**src/rtl/alu_seq.sv**
```systemverilog
// alu_seq: handshaked, registered ALU with an iterative restoring divider.
// Single-cycle opcodes go through a one-deep operand stage and reach the
// output one edge after acceptance. DIV/MOD with a non-zero divisor run
// DATA_W shift-subtract iterations, then take one more edge to the output.
// Optional build macro: ALU_SIGNED_CMP_EN. When it is defined, 0xA/0xB
// compare signed and 0x4 is an arithmetic shift right.
module alu_seq #(
  parameter int DATA_W = 8,
  parameter int CNT_W  = 4
) (
  input  logic              CLK,
  input  logic              RESET,
  input  logic              IN_VALID,
  output logic              IN_READY,
  input  logic [DATA_W-1:0] IN_A,
  input  logic [DATA_W-1:0] IN_B,
  input  logic [3:0]        ALU_Op_Code,
  output logic              OUT_VALID,
  output logic [DATA_W-1:0] OUT_RESULT,
  output logic [3:0]        OUT_FLAGS
);

  localparam logic [3:0] OP_ADD  = 4'h0;
  localparam logic [3:0] OP_SUB  = 4'h1;
  localparam logic [3:0] OP_MUL  = 4'h2;
  localparam logic [3:0] OP_SHL  = 4'h3;
  localparam logic [3:0] OP_SHR  = 4'h4;
  localparam logic [3:0] OP_INCA = 4'h5;
  localparam logic [3:0] OP_INCB = 4'h6;
  localparam logic [3:0] OP_DECA = 4'h7;
  localparam logic [3:0] OP_DECB = 4'h8;
  localparam logic [3:0] OP_EQ   = 4'h9;
  localparam logic [3:0] OP_GT   = 4'hA;
  localparam logic [3:0] OP_LT   = 4'hB;
  localparam logic [3:0] OP_DIV  = 4'hC;
  localparam logic [3:0] OP_MOD  = 4'hD;
  localparam logic [3:0] OP_AND  = 4'hE;
  localparam logic [3:0] OP_OR   = 4'hF;

  localparam logic [0:0] ST_IDLE   = 1'b0;
  localparam logic [0:0] ST_DIVIDE = 1'b1;

  localparam logic [DATA_W-1:0] ONE  = {{(DATA_W-1){1'b0}}, 1'b1};
  localparam logic [DATA_W-1:0] ONES = {DATA_W{1'b1}};

  logic [0:0]        state;

  // Operand stage for everything that completes in one cycle.
  logic              pend_valid;
  logic [3:0]        pend_op;
  logic [DATA_W-1:0] pend_a;
  logic [DATA_W-1:0] pend_b;

  // Divider: div_quo starts as the dividend and is shifted out MSB first
  // while quotient bits are shifted in at the bottom.
  logic [DATA_W-1:0] div_rem;
  logic [DATA_W-1:0] div_quo;
  logic [DATA_W-1:0] div_dsr;
  logic [CNT_W-1:0]  div_cnt;
  logic              div_is_mod;
  logic              div_done;

  logic              accept;
  logic              start_div;
  logic [DATA_W:0]   div_shift;
  logic [DATA_W+1:0] div_diff;
  logic              div_ok;

  logic [DATA_W:0]     sum_ab;
  logic [DATA_W:0]     diff_ab;
  logic [2*DATA_W-1:0] prod_ab;
  logic                a_gt_b;
  logic                a_lt_b;
  logic                shr_fill;

  logic [DATA_W-1:0] alu_res;
  logic              alu_carry;
  logic              alu_div0;
  logic [DATA_W-1:0] res_nxt;
  logic              carry_nxt;
  logic              div0_nxt;

  assign IN_READY  = (state == ST_IDLE);
  assign accept    = IN_VALID && IN_READY;
  // A zero divisor never enters DIVIDE; it is answered by the 1-cycle path.
  assign start_div = accept && ((ALU_Op_Code == OP_DIV) || (ALU_Op_Code == OP_MOD))
                     && (IN_B != '0);

  assign div_shift = {div_rem, div_quo[DATA_W-1]};
  assign div_diff  = {1'b0, div_shift} - {2'b00, div_dsr};
  assign div_ok    = ~div_diff[DATA_W+1];

  assign sum_ab  = {1'b0, pend_a} + {1'b0, pend_b};
  assign diff_ab = {1'b0, pend_a} - {1'b0, pend_b};
  assign prod_ab = {{DATA_W{1'b0}}, pend_a} * {{DATA_W{1'b0}}, pend_b};

`ifdef ALU_SIGNED_CMP_EN
  assign a_gt_b   = $signed(pend_a) > $signed(pend_b);
  assign a_lt_b   = $signed(pend_a) < $signed(pend_b);
  assign shr_fill = pend_a[DATA_W-1];
`else
  assign a_gt_b   = pend_a > pend_b;
  assign a_lt_b   = pend_a < pend_b;
  assign shr_fill = 1'b0;
`endif

  // Control FSM, operand capture and one restoring-division step per cycle.
  always_ff @(posedge CLK) begin
    // NOTE: sequential state uses non-blocking assignments so every register
    // samples pre-edge values regardless of statement order.
    if (RESET) begin
      state      <= ST_IDLE;
      pend_valid <= 1'b0;
      pend_op    <= '0;
      pend_a     <= '0;
      pend_b     <= '0;
      div_rem    <= '0;
      div_quo    <= '0;
      div_dsr    <= '0;
      div_cnt    <= '0;
      div_is_mod <= 1'b0;
      div_done   <= 1'b0;
    end else begin
      pend_valid <= accept && !start_div;
      div_done   <= 1'b0;
      if (accept) begin
        pend_op <= ALU_Op_Code;
        pend_a  <= IN_A;
        pend_b  <= IN_B;
      end
      case (state)
        ST_IDLE: begin
          if (start_div) begin
            state      <= ST_DIVIDE;
            div_rem    <= '0;
            div_quo    <= IN_A;
            div_dsr    <= IN_B;
            div_cnt    <= CNT_W'(DATA_W);
            div_is_mod <= (ALU_Op_Code == OP_MOD);
          end
        end
        default: begin
          div_quo <= {div_quo[DATA_W-2:0], div_ok};
          div_rem <= div_ok ? div_diff[DATA_W-1:0] : div_shift[DATA_W-1:0];
          div_cnt <= div_cnt - 1'b1;
          // Last iteration: release the input side now; the result is
          // published on the following edge.
          if (div_cnt == CNT_W'(1)) begin
            state    <= ST_IDLE;
            div_done <= 1'b1;
          end
        end
      endcase
    end
  end

  // Single-cycle opcode decode from the operand stage.
  always_comb begin
    // NOTE: every always_comb output gets a default first so no path leaves
    // it unassigned and no latch is inferred.
    alu_res   = '0;
    alu_carry = 1'b0;
    alu_div0  = 1'b0;
    case (pend_op)
      OP_ADD:  begin alu_res = sum_ab[DATA_W-1:0];  alu_carry = sum_ab[DATA_W];  end
      OP_SUB:  begin alu_res = diff_ab[DATA_W-1:0]; alu_carry = diff_ab[DATA_W]; end
      OP_MUL:  begin
        alu_res   = prod_ab[DATA_W-1:0];
        alu_carry = |prod_ab[2*DATA_W-1:DATA_W];
      end
      OP_SHL:  begin alu_res = {pend_a[DATA_W-2:0], 1'b0}; alu_carry = pend_a[DATA_W-1]; end
      OP_SHR:  begin alu_res = {shr_fill, pend_a[DATA_W-1:1]}; alu_carry = pend_a[0]; end
      OP_INCA: begin alu_res = pend_a + ONE; alu_carry = (pend_a == ONES); end
      OP_INCB: begin alu_res = pend_b + ONE; alu_carry = (pend_b == ONES); end
      OP_DECA: begin alu_res = pend_a - ONE; alu_carry = (pend_a == '0);   end
      OP_DECB: begin alu_res = pend_b - ONE; alu_carry = (pend_b == '0);   end
      OP_EQ:   alu_res = {{(DATA_W-1){1'b0}}, pend_a == pend_b};
      OP_GT:   alu_res = {{(DATA_W-1){1'b0}}, a_gt_b};
      OP_LT:   alu_res = {{(DATA_W-1){1'b0}}, a_lt_b};
      // Only the zero-divisor case of DIV/MOD reaches the operand stage.
      OP_DIV:  begin alu_res = ONES;   alu_div0 = 1'b1; end
      OP_MOD:  begin alu_res = pend_a; alu_div0 = 1'b1; end
      OP_AND:  alu_res = pend_a & pend_b;
      OP_OR:   alu_res = pend_a | pend_b;
      default: alu_res = '0;
    endcase
  end

  // Select between a finished division and the single-cycle result.
  always_comb begin
    res_nxt   = alu_res;
    carry_nxt = alu_carry;
    div0_nxt  = alu_div0;
    if (div_done) begin
      res_nxt   = div_is_mod ? div_rem : div_quo;
      carry_nxt = 1'b0;
      div0_nxt  = 1'b0;
    end
  end

  // Output register: pulse OUT_VALID and hold result/flags until the next one.
  always_ff @(posedge CLK) begin
    if (RESET) begin
      OUT_VALID  <= 1'b0;
      OUT_RESULT <= '0;
      OUT_FLAGS  <= '0;
    end else begin
      OUT_VALID <= pend_valid || div_done;
      if (pend_valid || div_done) begin
        OUT_RESULT <= res_nxt;
        OUT_FLAGS  <= {div0_nxt, res_nxt[DATA_W-1], carry_nxt, (res_nxt == '0)};
      end
    end
  end

endmodule

```
**config.mk**
```make
export PLATFORM = sky130hd
export DESIGN_NAME = alu_seq
export DESIGN_NICKNAME = d
export VERILOG_FILES = /design/src/rtl/alu_seq.sv
export SDC_FILE = /design/constraint.sdc
export NUM_CORES = 1
export LEC_CHECK = 0
export CAP_MARGIN = 20
export CORE_ASPECT_RATIO = 0.7
export CORE_MARGIN = 3
export CORE_UTILIZATION = 45
export CTS_BUF_LIST = sky130_fd_sc_hd__clkbuf_2
export CTS_CLUSTER_SIZE = 28
export DETAILED_ROUTE_END_ITERATION = 8
export PLACE_DENSITY_LB_ADDON = 0.15
export SLEW_MARGIN = 10
export SYNTH_ARGS = -nofsm -noshare
export SYNTH_HDL_FRONTEND = slang
export SYNTH_SLANG_ARGS = --single-unit
```
**constraint.sdc**
```tcl
create_clock -name CLK -period 13.3 [get_ports CLK]
set_input_delay 3.325 -clock CLK [delete_from_list [all_inputs] [get_ports CLK]]
set_output_delay 3.325 -clock CLK [all_outputs]
set_load 0.02 [all_outputs]
```
# [After elaboration in Yosys (flattened, before gate mapping)]
# Index checks and enable logic that the tools add are counted.
[word_totals] elab_cells=85 output_inout_bits=14 in_bits=23 reg_bits=65
[op_classes] n_lt_le_gt_ge=2 reduce_logical=17 n_addsub=8 n_mux=18 n_eq_ne=21 n_bitwise=4 n_mul=1
[ops] op="$pmux W8 S16" n=1
[ops] op="$mux W8" n=7
[ops] op="$eq A4 B4 Y1 const B" n=10
[ops] op="$logic_not A8 Y1" n=3
[ops] op="$add A8 B1 Y8 const B" n=2
[ops] op="$eq A4 B3 Y1 const B" n=4
[ops] op="$eq A8 B8 Y1 const B" n=2
[ops] op="$mul A8 B8 Y16" n=1
[ops] op="$sub A8 B1 Y8 const B" n=2
[ops] op="$sub A9 B8 Y10" n=1
[ops] op="$add A8 B8 Y9" n=1
[ops] op="$pmux W1 S9" n=1
[ops] op="$sub A8 B8 Y9" n=1
[ops] op="$and A8 B8 Y8" n=1
[ops] op="$eq A4 B1 Y1 const B" n=2
[ops] op="$eq A4 B2 Y1 const B" n=2
[ops] op="$eq A8 B8 Y1" n=1
[ops] op="$gt A8 B8 Y1" n=1
[ops] op="$lt A8 B8 Y1" n=1
[ops] op="$mux W4" n=2
[ops] op="$or A8 B8 Y8" n=1
[ops] op="$reduce_bool A8 Y1" n=1
[ops] op="$reduce_or A8 Y1" n=1
[ops] op="$mux W1" n=7
[ops] op="9 further kinds" n=15

# [Depth between registers and ports, before layout]
[depth] depth_word=6 ltp_mapped=18 depth_no_buf=18

# [Worst setup path after synthesis]
# Ideal clock, no wire load.
[synth_path] path_type="in2reg" from="input port IN_VALID" to="register div_rem[7]" path_buffers=2 setup_time_ps=122 required_ps=13178 cell_stages=9 setup_slack_ps=8596 t_arrival_ps=4583 cell_sequence="nand2_1 -> nor3_1 -> o21ai_1 -> buf_4 -> and2_1 -> nor2b_1 -> buf_2 -> o21ai_0 -> a21oi_1"
[synth_via] elab_chain_cells=4
[synth_rtl] element="start, declared" line="13" rtl="input logic IN_VALID,"
[synth_rtl] element="$logic_and A1 B1 Y1" line="84" rtl="assign accept = IN_VALID && IN_READY;"
[synth_rtl] element="$logic_and A1 B1 Y1" line="86" rtl="assign start_div = accept && ((ALU_Op_Code == OP_DIV) || (ALU_Op_Code == OP_MOD))"
[synth_rtl] element="$logic_and A1 B1 Y1" line="87" rtl="&& (IN_B != '0);"
[synth_rtl] element="$reduce_bool A2 Y1 (no source line)"
[synth_rtl] element="end signal, assigned" line="144" rtl="div_rem <= div_ok ? div_diff[DATA_W-1:0] : div_shift[DATA_W-1:0];"
[synth_rtl] element="end, declared" line="56" rtl="logic [DATA_W-1:0] div_rem;"
# Every way passes these cells.
# A chain may end at the register's enable or synchronous reset.

# [Worst setup path after layout]
[layout_path] from="register state" to="output port IN_READY"
[layout_via] elab_chain_cells=1
[layout_rtl] element="start, declared" line="46" rtl="logic [0:0] state;"
[layout_rtl] element="start signal, assigned" line="112" rtl="state <= ST_IDLE;"
[layout_rtl] element="start signal, assigned" line="134" rtl="state <= ST_DIVIDE;"
[layout_rtl] element="start signal, assigned" line="149" rtl="state <= ST_IDLE;"
[layout_rtl] element="$not A1 Y1 (no source line)"
[layout_rtl] element="end, declared" line="14" rtl="output logic IN_READY,"
# Every way passes these cells.

==> run metrics <==
status=complete, no violations; Clock Skew=approximately 0.042 ns; Primary FF master, synth=dfxtp_1; vias in the first global route=approximately 6200; Final Slew Violations=0; RR Startpoint=pend_b[2]$_SDFFE_PP0P_; GP Congestion=between 0.9 and 1; DRT antenna net count=0; Pre-antenna DRT Iters=5; diode count=0; worst-skew pair later-pin latency=0.53 ns; Avg Cell Area, Syn=~7.6 um^2; Seq/Total Area, Yosys=0.1757; Worst Hold Class=flip-flop to flip-flop; cell at the slowest stage of the critical path=dfxtp_1; Tot Pwr=0.5135 mW; CTS resizes=0; warning count from the yosys run=0; CP max FO=21; CP bufs+invs=2; CTS clk-pin slew, worst paths=approximately 0.20 ns; cell count after synthesis=962; leading area contributor after synthesis=dfxtp_1; Final Cycle Share=0.4324; wire length of the first global-routing pass=35260 um; initial drt markers=around 760; H-tree levels=3; wirelength, routed=between 20000 and 25000 um; Final Setup Violations=0; Synth cell types=70; vias post-DR=around 7000; Critical Path RT=9.97 ns; PortBufs=36; CP Cell Sequence=inv_1 > clkdlybuf4s50_1; endpoints failing hold=0; Worst Hold End=OUT_RESULT[2]$_SDFFE_PP0P_; Num CTS Buffers=9; worst flop-to-flop path endpoint=OUT_FLAGS[1]$_SDFFE_PP0P_; Synth async-reset ratio=0; core area=around 16000 um^2; CP top delay family=buffers and inverters; Slew @ Worst Pin=between 1 and 1.5 ns; GRT Overall Usage=0.2526; Chip Width=roughly 160 um; routed len/inst=18.85 um; Die Ht=roughly 110 um; # hold bufs at CTS=0; initial antenna violation count=0; Synth area leaders=dfxtp_1 18%, ha_1 14%, fa_1 11%; Worst Setup End Kind=output pin; Hold Path Stages=2; RSZ-0062 raised after global routing=false; Max Cap Viol=0; layout cells sized above 1=0.03623; CTS tree=yes; CTS root buf=clkbuf_2; Area growth, synth to finish=7.138%; crit-path max cell delay=approximately 0.85 ns; FF-to-FF path depth=17; FF+latch count, synth=64; Max clock buf depth=2; largest net degree at the start of global routing=a little under 60; Via-to-Cell Ratio=5.898; Fmax=~170 MHz; max_slew headroom=0.2959; synthesized area=between 7000 and 8000 um^2; syn nets=approximately 1100; Nets=approximately 1100; Die Area=about 18000 um^2; Boundary Pins=37; total leakage power=between 3 and 4 nW; Yosys top cell area share=0.1757; TritonCTS Sinks=64; setup bufs post-CTS=0; r2r setup slk=around 8 ns; setup TNS=0 ns; hold_ws=0.4652 ns; Starting Density=0.4648; WS Path Type=flip-flop to output pin; EDFF count, synth=0; remaining global-route overflow=0; post-detail-place hpwl=~17000 um; HP Start=OUT_RESULT[2]$_SDFFE_PP0P_; # rows=38; Critical Path Start Type=flip-flop; crit path time final=between 5 and 6 ns; VDD IR max=between 0.04 and 0.05 mV; crit path DAT=roughly 2.4 ns; final routed DRC violation total=0; PwrDens=between 60 and 70 nW/um^2
[cell families after synthesis]
group	Yosys count	synth area share
buffers and inverters	151	0.08390
DFF	64	0.1757
and+or+nand+nor	336	0.2080
adders and majority gates	123	0.2533
xor gates and xnor gates	28	0.03363
muxes	35	0.04804
AOI/OAI and AO/OA	225	0.1975
[per-layer routing]
metal  wire length (um)  global-route usage  part of all wire
met5                  0                   0                 0
met1              11150              0.4120              0.51
met3               2483             0.08516              0.11
met4                131             0.02808            0.0060
met2               8217              0.3221              0.37
[stage by stage]
stage / setup slack (ns) / cells / util / area, um^2
floorplan: 8.596 / 962 / - / 7292
global route: 7.374 / 1166 / 0.4979 / 7812
CTS: 7.573 / 1166 / 0.4979 / 7812
detailed placement: 7.318 / 1152 / 0.4919 / 7717
finish: 7.549 / 1166 / 0.4979 / 7812
global placement: 7.366 / 1152 / 0.4919 / 7717
[flip-flops by register name (all words and copies together), names as in the netlist]
name and count:
div_quo 8, pend_valid 1, div_is_mod 1, OUT_RESULT 7
pend_a 8, div_cnt 4, state 1, pend_b 8
div_rem 8, div_dsr 8, OUT_FLAGS 4, OUT_VALID 1
pend_op 4, div_done 1
[cells in the mapped netlist (15+ instances only)]
library cell  number
a211oi_1          15
a21oi_1           69
buf_2             15
clkbuf_1          29
dfxtp_1           64
fa_1              41
ha_1              82
inv_1             93
mux2i_1           35
nand2_1          114
nand3_1           17
nor2_1           110
nor2b_1           16
nor3_1            25
o21ai_0           45
[placed cells by master (no fill, tap or decap), drive strengths merged, types with 11 or more instances in the layout]
cell           synthesis  layout
xor2                  14      14
nor3                  26      26
mux2i                 35      35
nor4                  11      11
o21ai                 50      50
dfxtp                 64      64
fa                    41      41
nor2                 111     111
ha                    82      82
clkdlybuf4s50          0      35
nand3                 17      17
a21oi                 69      69
inv                   94      94
a211oi                15      15
xnor2                 14      14
nand2                114     114
nor2b                 16      16
[worst register-to-register path, cell delays in order (launching register included)]
cell	delay, ns
dfxtp_1	0.69
ha_1	0.46
inv_1	0.16
fa_1	0.47
inv_1	0.10
fa_1	0.39
ha_1	0.29
inv_1	0.05
fa_1	0.52
inv_1	0.04
ha_1	0.34
a211oi_1	0.35
nor3b_1	0.11
o21ai_0	0.26
a21oi_1	0.19
or3b_2	0.47
a21oi_1	0.23
a31oi_1	0.11
[final cells by class]
| type | count | area, um^2 |
|---|---|---|
| clock buffer | 9 | 45.04 |
| multi-input combinational | 747 | 5403 |
| timing repair buffer | 45 | 422.9 |
| clock inverter | 5 | 50.05 |
| inverter | 96 | 360.3 |
| fill | 1579 | 7878 |
| tap | 200 | 250.2 |
| sequential | 64 | 1281 |
[how the worst max path moves through the flow]
| stage | start | end | slack, ns | cells after the start |
|---|---|---|---|---|
| floorplan | IN_VALID | div_rem[7]$_SDFFE_PP0P_ | 8.60 | 9 |
| global placement | IN_VALID | div_rem[7]$_SDFFE_PP0P_ | 7.37 | 10 |
| detailed placement | IN_VALID | div_rem[7]$_SDFFE_PP0P_ | 7.32 | 10 |
| CTS | state$_SDFF_PP0_ | IN_READY | 7.57 | 2 |
| global route | state$_SDFF_PP0_ | IN_READY | 7.37 | 2 |
| finish | state$_SDFF_PP0_ | IN_READY | 7.55 | 2 |
[report_power, final]
group	leakage, nW	switching (mW)	internal, mW
Sequential	0.521	0.0193	0.200
Clock	0.0587	0.0736	0.0398
Combinational	2.78	0.111	0.0693
Total	3.36	0.204	0.309
Power figures use the tool's default switching activity.
